$ cat config.mk
export PLATFORM = sky130hd
export DESIGN_NAME = sprite_rom_arbiter
export DESIGN_NICKNAME = d
export VERILOG_FILES = /design/src/rtl/sprite_pkg.sv /design/src/rtl/rr_arbiter.sv /design/src/rtl/sprite_rom_arbiter.sv
export SDC_FILE = /design/constraint.sdc
export NUM_CORES = 1
export LEC_CHECK = 0
export ABC_AREA = 1
export BUFFER_PORTS_ARGS = -buffer_cell sky130_fd_sc_hd__buf_2
export CAP_MARGIN = 20
export CORE_UTILIZATION = 40
export DETAILED_ROUTE_END_ITERATION = 8
export HOLD_SLACK_MARGIN = 0.02
export PLACE_DENSITY = 0.75
export RECOVER_POWER = 50
export SKIP_CTS_REPAIR_TIMING = 1
export SKIP_LAST_GASP = 1
export SLEW_MARGIN = 20
export SYNTH_ARGS = -nofsm -noshare
export SYNTH_HDL_FRONTEND = slang
export SYNTH_HIERARCHICAL = 1
export SYNTH_SLANG_ARGS = --single-unit
$ cat constraint.sdc
create_clock -name Clk -period 6.94 [get_ports Clk]
set_input_delay 2.082 -clock Clk [delete_from_list [all_inputs] [get_ports Clk]]
set_output_delay 2.082 -clock Clk [all_outputs]
set_load 0.01 [all_outputs]
$ cat src/rtl/sprite_pkg.sv
// Shared sprite constants and types for the monster sprite ROM path.
package sprite_pkg;

  localparam int SPR_W      = 45;
  localparam int SPR_PIXELS = SPR_W * SPR_W;

  typedef logic [23:0] rgb_t;
  typedef logic [5:0]  spr_coord_t;

  localparam rgb_t TRANSPARENT_RGB = 24'hFFFFFF;

endpackage

$ cat src/rtl/rr_arbiter.sv
// Round-robin arbiter: combinational one-hot grant, registered last-winner pointer.
module rr_arbiter #(
  parameter int NUM_REQ = 4
) (
  input  logic                       Clk,
  input  logic                       Reset_n,
  input  logic [NUM_REQ-1:0]         req,
  output logic [NUM_REQ-1:0]         gnt,
  output logic [$clog2(NUM_REQ)-1:0] win_idx,
  output logic                       win_any
);

  localparam int IDX_W = $clog2(NUM_REQ);

  logic [IDX_W-1:0] last;
  int unsigned      idx;

  // Search starts one past the previous winner so every requester gets a turn.
  always_comb begin
    gnt     = '0;
    win_idx = last;
    win_any = 1'b0;
    idx     = 0;
    for (int unsigned off = 1; off <= NUM_REQ; off++) begin
      idx = (32'(last) + off) % NUM_REQ;
      if (!win_any && req[idx]) begin
        win_any = 1'b1;
        win_idx = IDX_W'(idx);
      end
    end
    if (!Reset_n) win_any = 1'b0;
    if (win_any) gnt[win_idx] = 1'b1;
  end

  always_ff @(posedge Clk) begin
    if (!Reset_n)     last <= IDX_W'(NUM_REQ - 1);
    else if (win_any) last <= win_idx;
  end

endmodule

$ cat src/rtl/sprite_rom_arbiter.sv
// Shares one synchronous sprite ROM among NUM_REQ draw units with fixed 2-cycle latency.
// Optional SPRITE_ANIM_FREEZE_EN adds anim_freeze to hold the animation counter.
module sprite_rom_arbiter #(
  parameter int NUM_REQ      = 4,
  parameter int SPR_W        = sprite_pkg::SPR_W,
  parameter int FRAME_PERIOD = 25000000,
  parameter int ADDR_W       = 19
) (
  input  logic                   Clk,
  input  logic                   Reset_n,
`ifdef SPRITE_ANIM_FREEZE_EN
  input  logic                   anim_freeze,
`endif
  input  logic [NUM_REQ-1:0]     req,
  input  logic [NUM_REQ*6-1:0]   req_x,
  input  logic [NUM_REQ*6-1:0]   req_y,
  output logic [NUM_REQ-1:0]     gnt,
  output logic [ADDR_W-1:0]      rom_addr,
  output logic                   rom_frame,
  input  logic [23:0]            rom_data,
  output logic                   rd_valid,
  output logic [2:0]             rd_id,
  output logic [23:0]            rd_data
);

  import sprite_pkg::*;

  localparam int IDX_W = $clog2(NUM_REQ);
  localparam int CNT_W = (FRAME_PERIOD > 1) ? $clog2(FRAME_PERIOD) : 1;

  logic [IDX_W-1:0]  win_idx;
  logic              win_any;
  spr_coord_t        sel_x;
  spr_coord_t        sel_y;
  logic [ADDR_W-1:0] addr_next;
  logic              oob_next;

  logic [CNT_W-1:0]  anim_cnt;
  logic              anim_frame;
  logic              cnt_en;

  logic              s1_valid;
  logic [IDX_W-1:0]  s1_id;
  logic              s1_oob;
  logic              rd_oob;

  rr_arbiter #(.NUM_REQ(NUM_REQ)) u_arb (
    .Clk     (Clk),
    .Reset_n (Reset_n),
    .req     (req),
    .gnt     (gnt),
    .win_idx (win_idx),
    .win_any (win_any)
  );

  always_comb begin
    sel_x     = req_x[32'(win_idx)*6 +: 6];
    sel_y     = req_y[32'(win_idx)*6 +: 6];
    addr_next = ADDR_W'(sel_y) * ADDR_W'(SPR_W) + ADDR_W'(sel_x);
    oob_next  = (32'(sel_x) >= SPR_W) || (32'(sel_y) >= SPR_W);
  end

`ifdef SPRITE_ANIM_FREEZE_EN
  assign cnt_en = ~anim_freeze;
`else
  assign cnt_en = 1'b1;
`endif

  assign anim_frame = (anim_cnt >= CNT_W'(FRAME_PERIOD / 2));

  always_ff @(posedge Clk) begin
    if (!Reset_n)    anim_cnt <= '0;
    else if (cnt_en) anim_cnt <= (anim_cnt == CNT_W'(FRAME_PERIOD - 1)) ? '0 : anim_cnt + 1'b1;
  end

  // Frame is latched with the address so a pixel always carries the frame of its grant cycle.
  always_ff @(posedge Clk) begin
    if (!Reset_n) begin
      rom_addr  <= '0;
      rom_frame <= 1'b0;
      s1_valid  <= 1'b0;
      s1_id     <= '0;
      s1_oob    <= 1'b0;
    end else begin
      s1_valid <= win_any;
      if (win_any) begin
        rom_addr  <= addr_next;
        rom_frame <= anim_frame;
        s1_id     <= win_idx;
        s1_oob    <= oob_next;
      end
    end
  end

  always_ff @(posedge Clk) begin
    if (!Reset_n) begin
      rd_valid <= 1'b0;
      rd_id    <= '0;
      rd_oob   <= 1'b0;
    end else begin
      rd_valid <= s1_valid;
      rd_id    <= 3'(s1_id);
      rd_oob   <= s1_oob;
    end
  end

  // ROM data arrives in the same cycle rd_valid rises, so the key substitution is a plain mux.
  assign rd_data = rd_oob ? TRANSPARENT_RGB : rom_data;

endmodule
==> Flow_metrics.wiki <==
{| class="wikitable"
! Metric !! Value
|-
| Design Area, Final || 5350 sq um
|-
| Clock tree root driver cell || clkbuf_16
|-
| Number of storage elements in the synthesis netlist || 49
|-
| Sequential cell area fraction in the yosys report || 21.5%
|-
| Vias per Instance || 4.86
|-
| Violations in the final reports || max-capacitance violations, max-slew violations
|-
| Core area || 11000 sq um
|-
| Worst hold start || s1_valid$_SDFF_PN0_
|-
| Cell family contributing the most delay on the critical path || adder cells
|-
| Summed instance area of the synthesized netlist || 4570 sq um
|-
| Per-instance average area after synthesis || 6.52 sq um
|-
| Critical register-to-register path startpoint || u_arb/last[0]$_SDFFE_PN1P_
|-
| Layout cells sized above 1 || 23.5%
|-
| Endpoint, Worst Hold || rd_valid$_SDFF_PN0_
|-
| Depth of the critical timing path with buffers and inverters included || 31
|-
| Global Route Usage Sum || 19.7%
|-
| Iteration-0 DRC Markers || 281
|-
| Antenna-violating nets left || 0
|-
| Clock buffers created by TritonCTS || 5
|-
| Final worst clock skew || 8.48 ps
|-
| DR vias || 4635
|-
| Share of the core filled with cells in the final layout || 48.7%
|-
| # DRC || 0
|-
| Share of Yosys cell area claimed by the top area cell type || 21.5%
|-
| Die W || 109 um
|-
| Fraction of registers with async set/reset || 0%
|-
| Antenna violations before repair || 0
|-
| Placed wire-length estimate || 9120 um
|-
| Reg2reg end || rom_addr[11]$_SDFFE_PN0P_
|-
| Routed met3 length || 444 um
|-
| Sum of overflow across all layers after global routing || 0
|-
| Length of the first detailed-routing pass in iterations || 5
|-
| Count of max-cap constraint violations || 1
|-
| Maximum number of pins on one net before global-route repair || 28
|-
| Global-route wire length before repair || 18800 um
|-
| Weighted congestion at the end of routability-driven global placement || 0.908
|-
| Clock tree from TritonCTS || built
|-
| Required @ worst endpoint || 7130 ps
|-
| Type of element capturing the critical path || flop
|-
| Status || complete, but fails checks
|-
| Yosys cell types || 42
|-
| Post-synthesis to final-layout area growth || 17.1%
|-
| Number of buffers between clock root and the deepest sink || 2
|-
| Dominant register cell in the synthesized netlist || dfxtp_1
|-
| Number of nets in the final layout || 937
|-
| Crit path max fanout || 20
|-
| Kind of critical path || input pin to flop
|-
| Number of buffers inserted by port buffering || 122
|-
| Kind of path behind the tightest hold check || flop to flop
|-
| Total met2 wirelength after detailed routing || 5480 um
|-
| Ratio of final minimum period to clock period || 90.5%
|-
| Nature of the critical path startpoint || input pin
|-
| Arrival time at the worst endpoint || 6480 ps
|-
| Synthesis warning total || 6
|-
| I/O pin count || 130
|-
| Number of pins exceeding their max-slew limit in the final report || 26
|-
| Vias in the first global route || 4251
|-
| Number of antenna repair diodes || 0
|-
| Crit path time final || 6280 ps
|-
| Clk sink count || 49
|-
| Floorplan row count || 38
|-
| Final sum of negative setup slack || 0 ps
|-
| Largest area contributor in the netlist || dfxtp_1
|-
| Number of endpoints failing setup at the final stage || 0
|-
| Aggregate routed wire length || 11200 um
|-
| Setup repair after global routing missed its margin || false
|-
| Logic depth of the worst register-to-register path || 31
|-
| Top layer in use || met4
|-
| F_max || 159 MHz
|-
| Routed metal-1 wire length || 5150 um
|-
| Average wire per standard cell || 11.7 um
|-
| Clock transition at the registers of the reported paths || 70 ps
|-
| Die Area || 11900 sq um
|-
| Worst slew slack as a fraction of its limit || -91.4%
|-
| Hold Path Depth || 2
|-
| # H-tree levels || 2
|-
| Dpl cell area || 5240 sq um
|-
| Initial standard-cell utilization of the core || 41.6%
|-
| CP bufs+invs || 8
|-
| Height of the die || 109 um
|-
| Critical Path Most Common Cell || nand2_1
|-
| Ranking of synthesized cells by area || dfxtp_1 21%, nand2_1 16%, ha_1 9.9%
|-
| Flop-to-flop setup slack || 1480 ps
|-
| Worst path max stage delay || 530 ps
|-
| Synthesized instance count || 701
|-
| Clk Latency, worst-skew pair || 290 ps
|-
| Count of endpoints failing hold in the final timing report || 0
|-
| Critical Path Slowest Stage Cell || fa_1
|-
| Worst Max-Slew Pin Slew || 2840 ps
|-
| Count of flip-flops with a built-in enable after synthesis || 0
|}
==> worst reg2reg max path, delay by kind of cell, from the launching register on <==
| kind | cells | cell delay (ps) |
|---|---|---|
| buffers and inverters | 8 | 1200 |
| flip-flops | 1 | 600 |
| adder cells (fa/ha/maj) | 5 | 1990 |
| AND/OR/NAND/NOR | 18 | 1590 |
==> registers in the layout (all words and copies together), names as in the netlist <==
register / cells
s1_oob: 1
u_arb/last: 2
rom_addr: 13
anim_cnt: 25
rd_valid: 1
rom_frame: 1
s1_id: 2
s1_valid: 1
rd_oob: 1
rd_id: 2
==> cells in the mapped netlist, types with 2 or more instances <==
cell type    n
nor2_2       3
ha_1        36
nor3b_1      3
a21boi_0     2
inv_2        3
xor2_1       6
nor2_1      63
inv_1       90
buf_2        4
nand3b_1     4
clkbuf_1     9
inv_4        3
nand3_1     63
fa_1         9
or2_2       25
nand2_1    195
o21bai_1     2
buf_4        9
o21ai_1      2
o21ai_0     13
nand2_4     11
nand2_2     20
nand3_4      2
buf_6        4
a21oi_1     22
xnor2_1      2
nor3_1      18
nand3_2      3
a21oi_2      2
nand4_1     11
o22ai_1      2
a31oi_1      2
dfxtp_1     49
==> per-stage QoR <==
stage,cells,worst slack [ps],hold WS [ps]
finish,954,658,418
global route,954,191,450
CTS,954,666,423
detailed placement,947,353,408
global placement,947,447,394
floorplan,707,751,390
==> worst max path at each step <==
stage                start                   endpoint  slack (ps)
floorplan           req[2]  rom_addr[11]$_SDFFE_PN0P_         750
global placement    req[2]   rom_addr[7]$_SDFFE_PN0P_         450
detailed placement  req[0]  rom_addr[11]$_SDFFE_PN0P_         350
CTS                 req[0]  rom_addr[11]$_SDFFE_PN0P_         670
global route        req[0]  rom_addr[10]$_SDFFE_PN0P_         190
finish              req[0]  rom_addr[11]$_SDFFE_PN0P_         660
==> layer usage <==
metal / up-vias / global-route usage (%)
met1: 2111 / 25.5
met4: 0 / 4.34
met5: - / 0
met3: 14 / 3.41
li1: 2417 / -
met2: 93 / 33.9
==> final cells by class <==
class                      instances  area (sq um)
tap                              140           175
fill                            1144          5630
multi-input combinational        536          3070
clock buffer                       7           143
inverter                          96           368
sequential                        49           981
timing repair buffer             126           618
==> placed cells by master, fill, tap and decap left out, drive strengths merged <==
cell type / n
a21boi: 2
a21o: 1
a21oi: 24
a31oi: 2
buf: 108
clkbuf: 25
conb: 7
dfxtp: 49
fa: 9
ha: 36
inv: 96
nand2: 227
nand3: 68
nand3b: 4
nand4: 12
nor2: 68
nor3: 19
nor3b: 3
o21ai: 16
o21bai: 2
o22ai: 2
or2: 26
xnor2: 2
xor2: 6
==> logic make-up after synthesis <==
kind of cell / synth area share (%)
AOI/OAI and AO/OA: 6.16
adders and majority gates: 13.8
buffers and inverters: 11.7
DFF: 21.5
and+or+nand+nor: 45.3
other: 0.0820
xor gates and xnor gates: 1.53
Power is not shown: default switching activity piles up to over one toggle a cycle in this logic, so the estimate is an artifact.
